$ cat src/rtl/core_ctrl_issue_q_pkg.sv
// Shared types for the IDU->EXU issue queue.
// Contents: GPR index width, operand descriptor structs, and the x0 sanitise helper.
// The stored entry layout is {rd, rs2, rs1, payload}, with each operand packed as {vld, idx}.
package core_ctrl_issue_q_pkg;

  localparam int unsigned GPR_IDX_W = 5;
  localparam int unsigned NUM_GPR   = 32;

  typedef logic [GPR_IDX_W-1:0] gpr_idx_t;

  // One register operand reference.
  typedef struct packed {
    logic     vld;
    gpr_idx_t idx;
  } gpr_ref_t;

  // Operand block stored above the payload in each queue entry.
  typedef struct packed {
    gpr_ref_t rd;
    gpr_ref_t rs2;
    gpr_ref_t rs1;
  } opnd_t;

  localparam int unsigned OPND_W = $bits(opnd_t);

  // x0 is hardwired zero, so the scoreboard must never mark it busy or wait on it.
  function automatic gpr_ref_t sanitise_ref(input logic vld, input gpr_idx_t idx);
    gpr_ref_t r;
    r.vld = vld & (idx != '0);
    r.idx = idx;
    return r;
  endfunction

endpackage

$ cat src/rtl/core_ctrl_issue_q_if.sv
// Handshake bundle around the issue queue.
// It carries the IDU enqueue side, the scoreboard emit/ready pair, and the EXU dispatch side.
// Modports:
//   slave  - the issue queue itself.
//   master - the surrounding environment: IDU, scoreboard and EXU.
interface core_ctrl_issue_q_if
  import core_ctrl_issue_q_pkg::*;
#(
  parameter int unsigned PLD_W = 64
);

  // IDU -> queue
  logic             idu_vld;
  logic             idu_rdy;
  logic [PLD_W-1:0] idu_pld;
  logic             idu_rs1_vld;
  gpr_idx_t         idu_rs1_idx;
  logic             idu_rs2_vld;
  gpr_idx_t         idu_rs2_idx;
  logic             idu_rd_vld;
  gpr_idx_t         idu_rd_idx;

  // queue <-> scoreboard
  logic             scb_emit_idx_valid;
  logic             scb_emit_rs1_vld;
  gpr_idx_t         scb_emit_rs1_idx;
  logic             scb_emit_rs2_vld;
  gpr_idx_t         scb_emit_rs2_idx;
  logic             scb_emit_rd_vld;
  gpr_idx_t         scb_emit_rd_idx;
  logic             reg_rs_ready;

  // queue -> EXU
  logic             exu_vld;
  logic             exu_rdy;
  logic [PLD_W-1:0] exu_pld;
  logic             exu_rd_vld;
  gpr_idx_t         exu_rd_idx;

  modport slave (
    input  idu_vld, idu_pld, idu_rs1_vld, idu_rs1_idx, idu_rs2_vld, idu_rs2_idx,
           idu_rd_vld, idu_rd_idx, reg_rs_ready, exu_rdy,
    output idu_rdy, scb_emit_idx_valid, scb_emit_rs1_vld, scb_emit_rs1_idx,
           scb_emit_rs2_vld, scb_emit_rs2_idx, scb_emit_rd_vld, scb_emit_rd_idx,
           exu_vld, exu_pld, exu_rd_vld, exu_rd_idx
  );

  modport master (
    output idu_vld, idu_pld, idu_rs1_vld, idu_rs1_idx, idu_rs2_vld, idu_rs2_idx,
           idu_rd_vld, idu_rd_idx, reg_rs_ready, exu_rdy,
    input  idu_rdy, scb_emit_idx_valid, scb_emit_rs1_vld, scb_emit_rs1_idx,
           scb_emit_rs2_vld, scb_emit_rs2_idx, scb_emit_rd_vld, scb_emit_rd_idx,
           exu_vld, exu_pld, exu_rd_vld, exu_rd_idx
  );

endinterface

$ cat src/rtl/core_ctrl_issue_q_fifo.sv
// Generic synchronous FIFO with a combinational head and a synchronous flush.
// Ports:
//   clk, rst                      clock and async active-high reset
//   push_i, pop_i, flush_i        controls; flush has priority over push and pop
//   din_i                         write data
//   dout_o                        head entry, valid whenever empty_o = 0
//   full_o, empty_o, count_o      status
// Pointers carry one extra wrap bit, so full and empty can be told apart without a counter.
module core_ctrl_issue_q_fifo #(
  parameter int unsigned WIDTH = 8,
  parameter int unsigned DEPTH = 2
) (
  input  logic                   clk,
  input  logic                   rst,
  input  logic                   push_i,
  input  logic                   pop_i,
  input  logic                   flush_i,
  input  logic [WIDTH-1:0]       din_i,
  output logic [WIDTH-1:0]       dout_o,
  output logic                   full_o,
  output logic                   empty_o,
  output logic [$clog2(DEPTH):0] count_o
);

  localparam int unsigned AW = $clog2(DEPTH);
  localparam int unsigned PW = AW + 1;

  logic [WIDTH-1:0] mem_q [DEPTH];
  logic [PW-1:0]    wr_ptr_q, wr_ptr_d;
  logic [PW-1:0]    rd_ptr_q, rd_ptr_d;
  logic             do_push, do_pop;

  // Status derived from the pointers.
  assign full_o  = (wr_ptr_q[AW] != rd_ptr_q[AW]) && (wr_ptr_q[AW-1:0] == rd_ptr_q[AW-1:0]);
  assign empty_o = (wr_ptr_q == rd_ptr_q);
  assign count_o = wr_ptr_q - rd_ptr_q;
  assign dout_o  = mem_q[rd_ptr_q[AW-1:0]];

  // Guard against overflow and underflow even when the caller misbehaves.
  assign do_push = push_i & ~full_o & ~flush_i;
  assign do_pop  = pop_i & ~empty_o & ~flush_i;

  // Next-state pointer logic.
  always_comb begin
    wr_ptr_d = wr_ptr_q;
    rd_ptr_d = rd_ptr_q;
    if (flush_i) begin
      wr_ptr_d = '0;
      rd_ptr_d = '0;
    end else begin
      if (do_push) wr_ptr_d = wr_ptr_q + PW'(1);
      if (do_pop)  rd_ptr_d = rd_ptr_q + PW'(1);
    end
  end

  // Pointer registers.
  always_ff @(posedge clk or posedge rst) begin
    if (rst) begin
      wr_ptr_q <= '0;
      rd_ptr_q <= '0;
    end else begin
      wr_ptr_q <= wr_ptr_d;
      rd_ptr_q <= rd_ptr_d;
    end
  end

  // Storage needs no reset: the pointers already mark every slot as empty.
  always_ff @(posedge clk) begin
    if (do_push) mem_q[wr_ptr_q[AW-1:0]] <= din_i;
  end

endmodule

$ cat src/rtl/core_ctrl_issue_q.sv
// In-order issue queue between IDU and EXU.
// It presents the head entry to the register scoreboard. It dispatches the head to EXU only when
// every used operand is ready and EXU accepts.
// Ports:
//   clk, rst      clock and async active-high reset
//   flush         redirect; empties the queue at the next edge and blocks push and fire now
//   bus (slave)   IDU enqueue, scoreboard emit/ready, and EXU dispatch handshakes
//   occupancy     number of entries held
//   stall_cnt     saturating count of cycles the head was blocked by the scoreboard
module core_ctrl_issue_q
  import core_ctrl_issue_q_pkg::*;
#(
  parameter int unsigned DEPTH = 2,
  parameter int unsigned PLD_W = 64,
  parameter int unsigned CNT_W = 16
) (
  input  logic                   clk,
  input  logic                   rst,
  input  logic                   flush,
  core_ctrl_issue_q_if.slave     bus,
  output logic [$clog2(DEPTH):0] occupancy,
  output logic [CNT_W-1:0]       stall_cnt
);

  localparam int unsigned ENTRY_W = PLD_W + OPND_W;

  logic               full, empty, head_vld;
  logic               push, fire;
  opnd_t              wr_opnd, head_opnd;
  logic [ENTRY_W-1:0] wr_entry, head_entry;
  logic [PLD_W-1:0]   head_pld;
  logic [CNT_W-1:0]   stall_cnt_q, stall_cnt_d;

  // Enqueue side: x0 operands are stored as unused.
  always_comb begin
    wr_opnd     = '0;
    wr_opnd.rs1 = sanitise_ref(bus.idu_rs1_vld, bus.idu_rs1_idx);
    wr_opnd.rs2 = sanitise_ref(bus.idu_rs2_vld, bus.idu_rs2_idx);
    wr_opnd.rd  = sanitise_ref(bus.idu_rd_vld,  bus.idu_rd_idx);
  end

  assign wr_entry    = {wr_opnd, bus.idu_pld};
  assign bus.idu_rdy = ~full & ~rst;
  assign push        = bus.idu_vld & bus.idu_rdy & ~flush;

  core_ctrl_issue_q_fifo #(
    .WIDTH (ENTRY_W),
    .DEPTH (DEPTH)
  ) u_fifo (
    .clk     (clk),
    .rst     (rst),
    .push_i  (push),
    .pop_i   (fire),
    .flush_i (flush),
    .din_i   (wr_entry),
    .dout_o  (head_entry),
    .full_o  (full),
    .empty_o (empty),
    .count_o (occupancy)
  );

  // Head decode.
  assign head_vld  = ~empty;
  assign head_opnd = head_entry[ENTRY_W-1:PLD_W];
  assign head_pld  = head_entry[PLD_W-1:0];

  // Scoreboard view of the head; valids are gated so an empty queue requests nothing.
  assign bus.scb_emit_rs1_vld = head_vld & head_opnd.rs1.vld;
  assign bus.scb_emit_rs1_idx = head_opnd.rs1.idx;
  assign bus.scb_emit_rs2_vld = head_vld & head_opnd.rs2.vld;
  assign bus.scb_emit_rs2_idx = head_opnd.rs2.idx;
  assign bus.scb_emit_rd_vld  = head_vld & head_opnd.rd.vld;
  assign bus.scb_emit_rd_idx  = head_opnd.rd.idx;

  // The emit strobe ignores reg_rs_ready on purpose. The scoreboard ANDs it in, so rd goes busy
  // exactly on fire without a combinational loop through the scoreboard.
  assign bus.scb_emit_idx_valid = head_vld & bus.exu_rdy & ~flush;

  // Dispatch.
  assign bus.exu_vld    = head_vld & bus.reg_rs_ready & ~flush;
  assign fire           = bus.exu_vld & bus.exu_rdy;
  assign bus.exu_pld    = head_pld;
  assign bus.exu_rd_vld = head_opnd.rd.vld;
  assign bus.exu_rd_idx = head_opnd.rd.idx;

  // Stall counter: counts scoreboard-blocked head cycles and saturates; only reset clears it.
  always_comb begin
    stall_cnt_d = stall_cnt_q;
    if (head_vld && !bus.reg_rs_ready && !flush && (stall_cnt_q != {CNT_W{1'b1}})) begin
      stall_cnt_d = stall_cnt_q + CNT_W'(1);
    end
  end

  always_ff @(posedge clk or posedge rst) begin
    if (rst) stall_cnt_q <= '0;
    else     stall_cnt_q <= stall_cnt_d;
  end

  assign stall_cnt = stall_cnt_q;

endmodule

$ cat src/flat_wrapper.sv
// flat-port wrapper written by rule: the top's interface ports become plain ports
module core_ctrl_issue_q_flat import core_ctrl_issue_q_pkg::*;
#(
  parameter int unsigned DEPTH = 2,
  parameter int unsigned PLD_W = 64,
  parameter int unsigned CNT_W = 16
)
  (clk, rst, flush, occupancy, stall_cnt, bus_idu_vld, bus_idu_pld, bus_idu_rs1_vld, bus_idu_rs1_idx, bus_idu_rs2_vld, bus_idu_rs2_idx, bus_idu_rd_vld, bus_idu_rd_idx, bus_reg_rs_ready, bus_exu_rdy, bus_idu_rdy, bus_scb_emit_idx_valid, bus_scb_emit_rs1_vld, bus_scb_emit_rs1_idx, bus_scb_emit_rs2_vld, bus_scb_emit_rs2_idx, bus_scb_emit_rd_vld, bus_scb_emit_rd_idx, bus_exu_vld, bus_exu_pld, bus_exu_rd_vld, bus_exu_rd_idx);
  core_ctrl_issue_q_if #(.PLD_W(PLD_W)) bus_i ();
  input  logic clk;
  input  logic rst;
  input  logic flush;
  output logic [$clog2(DEPTH):0] occupancy;
  output logic [CNT_W-1:0] stall_cnt;
  input wire logic [$bits(bus_i.idu_vld)-1:0] bus_idu_vld;
  input wire logic [$bits(bus_i.idu_pld)-1:0] bus_idu_pld;
  input wire logic [$bits(bus_i.idu_rs1_vld)-1:0] bus_idu_rs1_vld;
  input wire logic [$bits(bus_i.idu_rs1_idx)-1:0] bus_idu_rs1_idx;
  input wire logic [$bits(bus_i.idu_rs2_vld)-1:0] bus_idu_rs2_vld;
  input wire logic [$bits(bus_i.idu_rs2_idx)-1:0] bus_idu_rs2_idx;
  input wire logic [$bits(bus_i.idu_rd_vld)-1:0] bus_idu_rd_vld;
  input wire logic [$bits(bus_i.idu_rd_idx)-1:0] bus_idu_rd_idx;
  input wire logic [$bits(bus_i.reg_rs_ready)-1:0] bus_reg_rs_ready;
  input wire logic [$bits(bus_i.exu_rdy)-1:0] bus_exu_rdy;
  output wire logic [$bits(bus_i.idu_rdy)-1:0] bus_idu_rdy;
  output wire logic [$bits(bus_i.scb_emit_idx_valid)-1:0] bus_scb_emit_idx_valid;
  output wire logic [$bits(bus_i.scb_emit_rs1_vld)-1:0] bus_scb_emit_rs1_vld;
  output wire logic [$bits(bus_i.scb_emit_rs1_idx)-1:0] bus_scb_emit_rs1_idx;
  output wire logic [$bits(bus_i.scb_emit_rs2_vld)-1:0] bus_scb_emit_rs2_vld;
  output wire logic [$bits(bus_i.scb_emit_rs2_idx)-1:0] bus_scb_emit_rs2_idx;
  output wire logic [$bits(bus_i.scb_emit_rd_vld)-1:0] bus_scb_emit_rd_vld;
  output wire logic [$bits(bus_i.scb_emit_rd_idx)-1:0] bus_scb_emit_rd_idx;
  output wire logic [$bits(bus_i.exu_vld)-1:0] bus_exu_vld;
  output wire logic [$bits(bus_i.exu_pld)-1:0] bus_exu_pld;
  output wire logic [$bits(bus_i.exu_rd_vld)-1:0] bus_exu_rd_vld;
  output wire logic [$bits(bus_i.exu_rd_idx)-1:0] bus_exu_rd_idx;
  assign bus_i.idu_vld = bus_idu_vld;
  assign bus_i.idu_pld = bus_idu_pld;
  assign bus_i.idu_rs1_vld = bus_idu_rs1_vld;
  assign bus_i.idu_rs1_idx = bus_idu_rs1_idx;
  assign bus_i.idu_rs2_vld = bus_idu_rs2_vld;
  assign bus_i.idu_rs2_idx = bus_idu_rs2_idx;
  assign bus_i.idu_rd_vld = bus_idu_rd_vld;
  assign bus_i.idu_rd_idx = bus_idu_rd_idx;
  assign bus_i.reg_rs_ready = bus_reg_rs_ready;
  assign bus_i.exu_rdy = bus_exu_rdy;
  assign bus_idu_rdy = bus_i.idu_rdy;
  assign bus_scb_emit_idx_valid = bus_i.scb_emit_idx_valid;
  assign bus_scb_emit_rs1_vld = bus_i.scb_emit_rs1_vld;
  assign bus_scb_emit_rs1_idx = bus_i.scb_emit_rs1_idx;
  assign bus_scb_emit_rs2_vld = bus_i.scb_emit_rs2_vld;
  assign bus_scb_emit_rs2_idx = bus_i.scb_emit_rs2_idx;
  assign bus_scb_emit_rd_vld = bus_i.scb_emit_rd_vld;
  assign bus_scb_emit_rd_idx = bus_i.scb_emit_rd_idx;
  assign bus_exu_vld = bus_i.exu_vld;
  assign bus_exu_pld = bus_i.exu_pld;
  assign bus_exu_rd_vld = bus_i.exu_rd_vld;
  assign bus_exu_rd_idx = bus_i.exu_rd_idx;
  core_ctrl_issue_q #(.DEPTH(DEPTH), .PLD_W(PLD_W), .CNT_W(CNT_W)) u_core (.clk(clk), .rst(rst), .flush(flush), .bus(bus_i), .occupancy(occupancy), .stall_cnt(stall_cnt));
endmodule
$ cat config.mk
export PLATFORM = sky130hd
export DESIGN_NAME = core_ctrl_issue_q_flat
export DESIGN_NICKNAME = d
export VERILOG_FILES = /design/src/rtl/core_ctrl_issue_q_pkg.sv /design/src/rtl/core_ctrl_issue_q_if.sv /design/src/rtl/core_ctrl_issue_q_fifo.sv /design/src/rtl/core_ctrl_issue_q.sv /design/src/flat_wrapper.sv
export SDC_FILE = /design/constraint.sdc
export NUM_CORES = 1
export LEC_CHECK = 0
export CORE_UTILIZATION = 52
export DETAILED_ROUTE_END_ITERATION = 7
export PLACE_DENSITY_LB_ADDON = 0.15
export RECOVER_POWER = 25
export SYNTH_ARGS = -nofsm -noshare
export SYNTH_HDL_FRONTEND = slang
export SYNTH_SLANG_ARGS = --single-unit
$ cat constraint.sdc
create_clock -name clk -period 13.5 [get_ports clk]
set_input_delay 2.7 -clock clk [delete_from_list [all_inputs] [get_ports clk]]
set_output_delay 2.7 -clock clk [all_outputs]
set_load 0.02 [all_outputs]
Word level (Yosys, flattened, before mapping)
Memory sizes are Yosys's and may differ from the RTL's.
Index checks and enable logic that the tools add are counted.
Widths: inputs -> output; s select.
- memory bits (writable): 164
- output and inout bits: 109
- memories kept: 1
- input port bits: 88
- word-level logic and storage cells: 51
- flip-flop bits (word level): 20
- equality and inequality tests: 4
- bitwise gates (word level): 22
- $add $sub $neg: 4
- reduce and logical (&&, ||, !) cells: 11
- mux-type cells: 6
- memories (memory ; words ; bits a word ; read ports ; clocked after memory_dff ; wr ports ; line ; RTL):
    u_core.u_fifo.mem_q ; 2 ; 82 ; 1 ; 0 ; 1 ; core_ctrl_issue_q_fifo.sv:28 ; logic [WIDTH-1:0] mem_q [DEPTH];
- operator list (cell ; number):
    $and 1x1->1 ; 18
    $add 16x1->16 const B ; 1
    $ne 16x16->1 const B ; 1
    $reduce_bool 5->1 ; 3
    $mux 2 ; 4
    $add 2x1->2 const B ; 2
    $logic_and 1x1->1 ; 4
    $not 1->1 ; 4
    $reduce_bool 2->1 ; 2
    $eq 2x2->1 ; 1
    $logic_not 1->1 ; 2
    $mux 1 ; 2
    $sub 2x2->2 ; 1
    $eq 1x1->1 ; 1
    $ne 1x1->1 ; 1

Logic depth before layout (Yosys ltp)
- depth after elaboration: 10
- mapped depth: 6
- mapped depth without buffers: 6

Modules after synthesis
From an unflattened synthesis, not the netlist that was laid out.
- cell total of the unflattened synthesis: 385
- area total of the unflattened synthesis: 7342.0 um^2
- modules (own cells, without submodules) (module ; seq. area each (um^2) ; area an instance (um^2) ; times used ; cells an instance):
    core_ctrl_issue_q_fifo ; 5024.8 ; 6409.9 ; 1 ; 293
    core_ctrl_issue_q ; 400.4 ; 932.1 ; 1 ; 92

Least setup slack after synthesis
Ideal clock, no wire load.
- path kind: input-to-reg
- start: in rst
- end: mem u_core.u_fifo.mem_q[0][0] (netlist name), enable pin
- library setup time: 622 ps
- required time: 12878 ps
- path slack: 3876 ps
- arrival: 9001 ps
- buffers on the path: 0
- stages on the path: 3
- cells stage by stage: inv_1 o211ai_2 nor3_1
- cells in the longest elaborated chain, start to end: 8
- ends and longest elaborated chain (what ; line ; RTL):
    start, declared ; flat_wrapper.sv:11 ; input logic rst;
    $not 1->1 ; core_ctrl_issue_q.sv:43 ; assign bus.idu_rdy = ~full & ~rst;
    $and 1x1->1 ; core_ctrl_issue_q.sv:43 ;
    $and 1x1->1 (2 in a row) ; core_ctrl_issue_q.sv:44 ; assign push = bus.idu_vld & bus.idu_rdy & ~flush;
    $and 1x1->1 (2 in a row) ; core_ctrl_issue_q_fifo.sv:40 ; assign do_push = push_i & ~full_o & ~flush_i;
    $mux 1 ; core_ctrl_issue_q_fifo.sv:69 ; if (do_push) mem_q[wr_ptr_q[AW-1:0]] <= din_i;
    $mux 1 (implied by the code) ; core_ctrl_issue_q_fifo.sv:69 ;
    end, declared ; core_ctrl_issue_q_fifo.sv:28 ;
Every way passes these cells.

Worst setup path in the final report
- start: in flush
- end: out bus_scb_emit_idx_valid
- cells in the longest elaborated chain, start to end: 2
- ends and longest elaborated chain (what ; line ; RTL):
    start, declared ; flat_wrapper.sv:12 ; input logic flush;
    $not 1->1 ; core_ctrl_issue_q.sv:77 ; assign bus.scb_emit_idx_valid = head_vld & bus.exu_rdy & ~flush;
    $and 1x1->1 ; core_ctrl_issue_q.sv:77 ;
    end, declared ; flat_wrapper.sv:26 ; output wire logic [$bits(bus_i.scb_emit_idx_valid)-1:0] bus_scb_emit_idx_valid;
Every way passes these cells.

==> qor.yml <==
cts_resized: 0
status: "finished, final reports clean"
cap_violations: 0
vias: 4005
gp_congestion: 0.770
start_util_pct: 53.6
drt_iter0_markers: 267
synth_most_common_cell: "edfxtp_1"
synth_cells: 374
antenna_left: 0
slew_violations: 0
yosysSeqAreaShare_pct: 76.2
cts.sinks: 184
wl_per_cell_um: 18.1
fin_crit_sh_pct: 51.2
hpwlAfterDp_um: 8770
cp-end-kind: "primary output"
cts_htree_levels: 4
dieHeight_um: 119
pin_count: 197
clock-skew-final_ns: 0.00890
die-area_um2: 14200
grt_pass1_vias: 4158
use_met1_pct: 23.8
coreArea_um2: 13300
synth-edff-count: 164
clk_pin_slew_ns: 0.07
synth_mux_area_share_pct: 13.3
grt_use_total_pct: 20.3
yosys.area_share.simple_pct: 3.64
syn-cell-area_um2: 7120
synth_warnings: 0
fmax_mhz: 145
nFillCells: 816
multiInputGateArea_um2: 1600
powerDensity_nw_per_um2: 130
nets: 666
busiest_layer: "met2"
irDropWorstVdd_mv: 0.0820
setup_violations: 0
synth_ff_type: "edfxtp_1"
grt.met2_usage_pct: 33.0
clock_latency_ns: 0.43
antenna_found_initial: 2
die_width_um: 119
cts_tree: "done"
syn-num-nets: 464
synthXorXnorAreaFrac_pct: 2.44
hold_viol: 0
worstSetupPathType: "in2out"
clk_path_buf_depth: 2
layoutNonFillerInstCount: 766
placementRows: 42
dr.pass1.iters: 4
synthDominantCellAreaShare_pct: 69.1
crit_arrival_ns: 4.22
hold_path_class: "reg2reg"
start_kind: "input pin"
grt_max_degree: 85
synth_fa_ha_area_share_pct: 0.351
place_inst: 733
async_reset_ff_share_pct: 10.9
leakagePower_nw: 3.37
seq_area_um2: 5430
period_minus_slack_ns: 6.92
clockRootBuffer: "clkbuf_16"
port_buffers: 196
ctsHoldBuffers: 0
slew_headroom_pct: 24.7
synth_compound_area_share_pct: 2.55
tightest_slew_ns: 1.13
vias_per_cell: 5.23
ys_types: 42
drive_gt1_share_pct: 21.4
rsz0062_at_grt: "false"
syn_to_final_growth_pct: 37.9
synth.area.top_cells: "edfxtp_1 69%, mux2_2 13%, dfrtp_1 7.0%, xnor2_1 1.8%, and3_1 0.79%"
cts_setup_buffers: 0
path_max_fanout: 9
synth_top_family_by_area: "multiplexers"
synth-seq-cells: 184
grt-ovfl-total: 0
numCtsBuffers: 17
grt_pass1_wl_um: 21200
postRouteWirelength_um: 13900
required_ns: 10.80
drc: 0
fin_tns_setup_ns: 0
fin_hold_ws_ns: 0.493
syn_area_per_cell_um2: 19.0
yosysTopAreaCell: "edfxtp_1"
synth_commonest_cells: "164 x edfxtp_1, 80 x mux2_2, 20 x dfrtp_1, 15 x xnor2_1, 9 x and3_1"
use_met3_pct: 7.14
layout make-up:
| class | instances | area share [%] |
|---|---|---|
| clock inverters | 12 | 1.31 |
| inverters | 4 | 0.153 |
| well taps | 176 | 2.24 |
| repair buffers | 200 | 20.3 |
| flip-flops and latches | 184 | 55.3 |
| multi-input cells | 169 | 16.3 |
| diodes | 2 | 0.0509 |
| clock buffers | 19 | 4.41 |
path summary, 6_finish.rpt:
kind | slack, ns | end | startpoint | depth (start not counted)
setup reg to reg | 10.64 | u_core.u_fifo.mem_q[0][0] | u_core.u_fifo.wr_ptr_q[0] | 7
min in group asynchronous | 2.78 | u_core.stall_cnt[14] | rst | 2
hold / removal | 0.49 | u_core.stall_cnt[12] | u_core.stall_cnt[12] | 1
hold reg to reg | 0.49 | u_core.stall_cnt[12] | u_core.stall_cnt[12] | 1
setup / recovery | 6.58 | bus_scb_emit_idx_valid | flush | 3
max in group asynchronous | 10.13 | u_core.u_fifo.rd_ptr_q[0] | rst | 2
worst max-delay path, stage by stage:
cell and delay, ns:
clkdlybuf4s50_1 0.60, nor3b_1 0.28, clkdlybuf4s50_1 0.64
layer usage:
metal  vias up  share of wire, %
li1       1869                 -
met4         0               2.4
met2       150                49
met3        22               7.2
met1      1964                41
met5         -                 0
sequential cells by signal, summed over array words and instances (netlist names):
name	flops
u_core.stall_cnt	16
u_core.u_fifo.mem_q	164
u_core.u_fifo.rd_ptr_q	2
u_core.u_fifo.wr_ptr_q	2
power breakdown:
group	leakage [nW]	internal, mW	switching (mW)	total (mW)
logic	1.34	0.0829	0.0764	0.159
registers	1.76	0.639	0.0102	0.649
clock network	0.270	0.271	0.202	0.473
total	3.37	0.993	0.288	1.28
stage by stage:
| step | power, mW | instance area [um2] | utilization, % | setup slack (ns) |
|---|---|---|---|---|
| 2_1_floorplan | 0.740 | 7120 | - | 3.88 |
| 3_3_place_gp | 0.821 | 9260 | 69.6 | 6.66 |
| 3_5_place_dp | 0.825 | 9260 | 69.6 | 6.59 |
| 4_1_cts | 1.29 | 9820 | 73.8 | 6.58 |
| 5_1_grt | 1.32 | 9820 | 73.9 | 6.53 |
| 6_report | 1.28 | 9820 | 73.9 | 6.58 |
layout by cell type (no fill, tap or decap), types with 2 or more instances in the layout:
master | Yosys | final
dfrtp_1 | 20 | 19
mux2i_1 | 2 | 2
mux2_4 | 2 | 2
clkdlybuf4s50_1 | 0 | 136
o21a_1 | 3 | 3
nor3b_1 | 2 | 2
nand2_1 | 2 | 2
o211ai_1 | 4 | 4
ha_1 | 2 | 2
clkbuf_16 | 0 | 17
edfxtp_1 | 164 | 164
bufinv_16 | 0 | 2
nor2_1 | 7 | 7
clkinvlp_4 | 0 | 2
inv_1 | 4 | 4
and3_1 | 9 | 9
and2_1 | 2 | 2
clkbuf_1 | 3 | 2
a21oi_1 | 4 | 4
diode_2 | 0 | 2
xor2_1 | 3 | 3
or4_1 | 3 | 3
clkinv_4 | 0 | 2
nor3_2 | 0 | 2
o2111ai_1 | 4 | 4
clkinv_2 | 0 | 4
xnor2_1 | 15 | 15
nand3_1 | 4 | 4
mux2_2 | 80 | 80
nand4_1 | 3 | 3
dlygate4sd3_1 | 0 | 60
buf_4 | 5 | 4
cell families (layout without fill, tap and decap cells):
logic type	count (synthesis)	after routing
AO/OA/AOI/OAI	22	22
XOR/XNOR	19	19
adder cells (fa/ha/maj)	2	2
buffers and inverters	21	235
flip-flops	184	184
multiplexers	84	84
other	0	2
AND/OR/NAND/NOR	42	42
No activity file was read; power rests on OpenSTA's default activity.
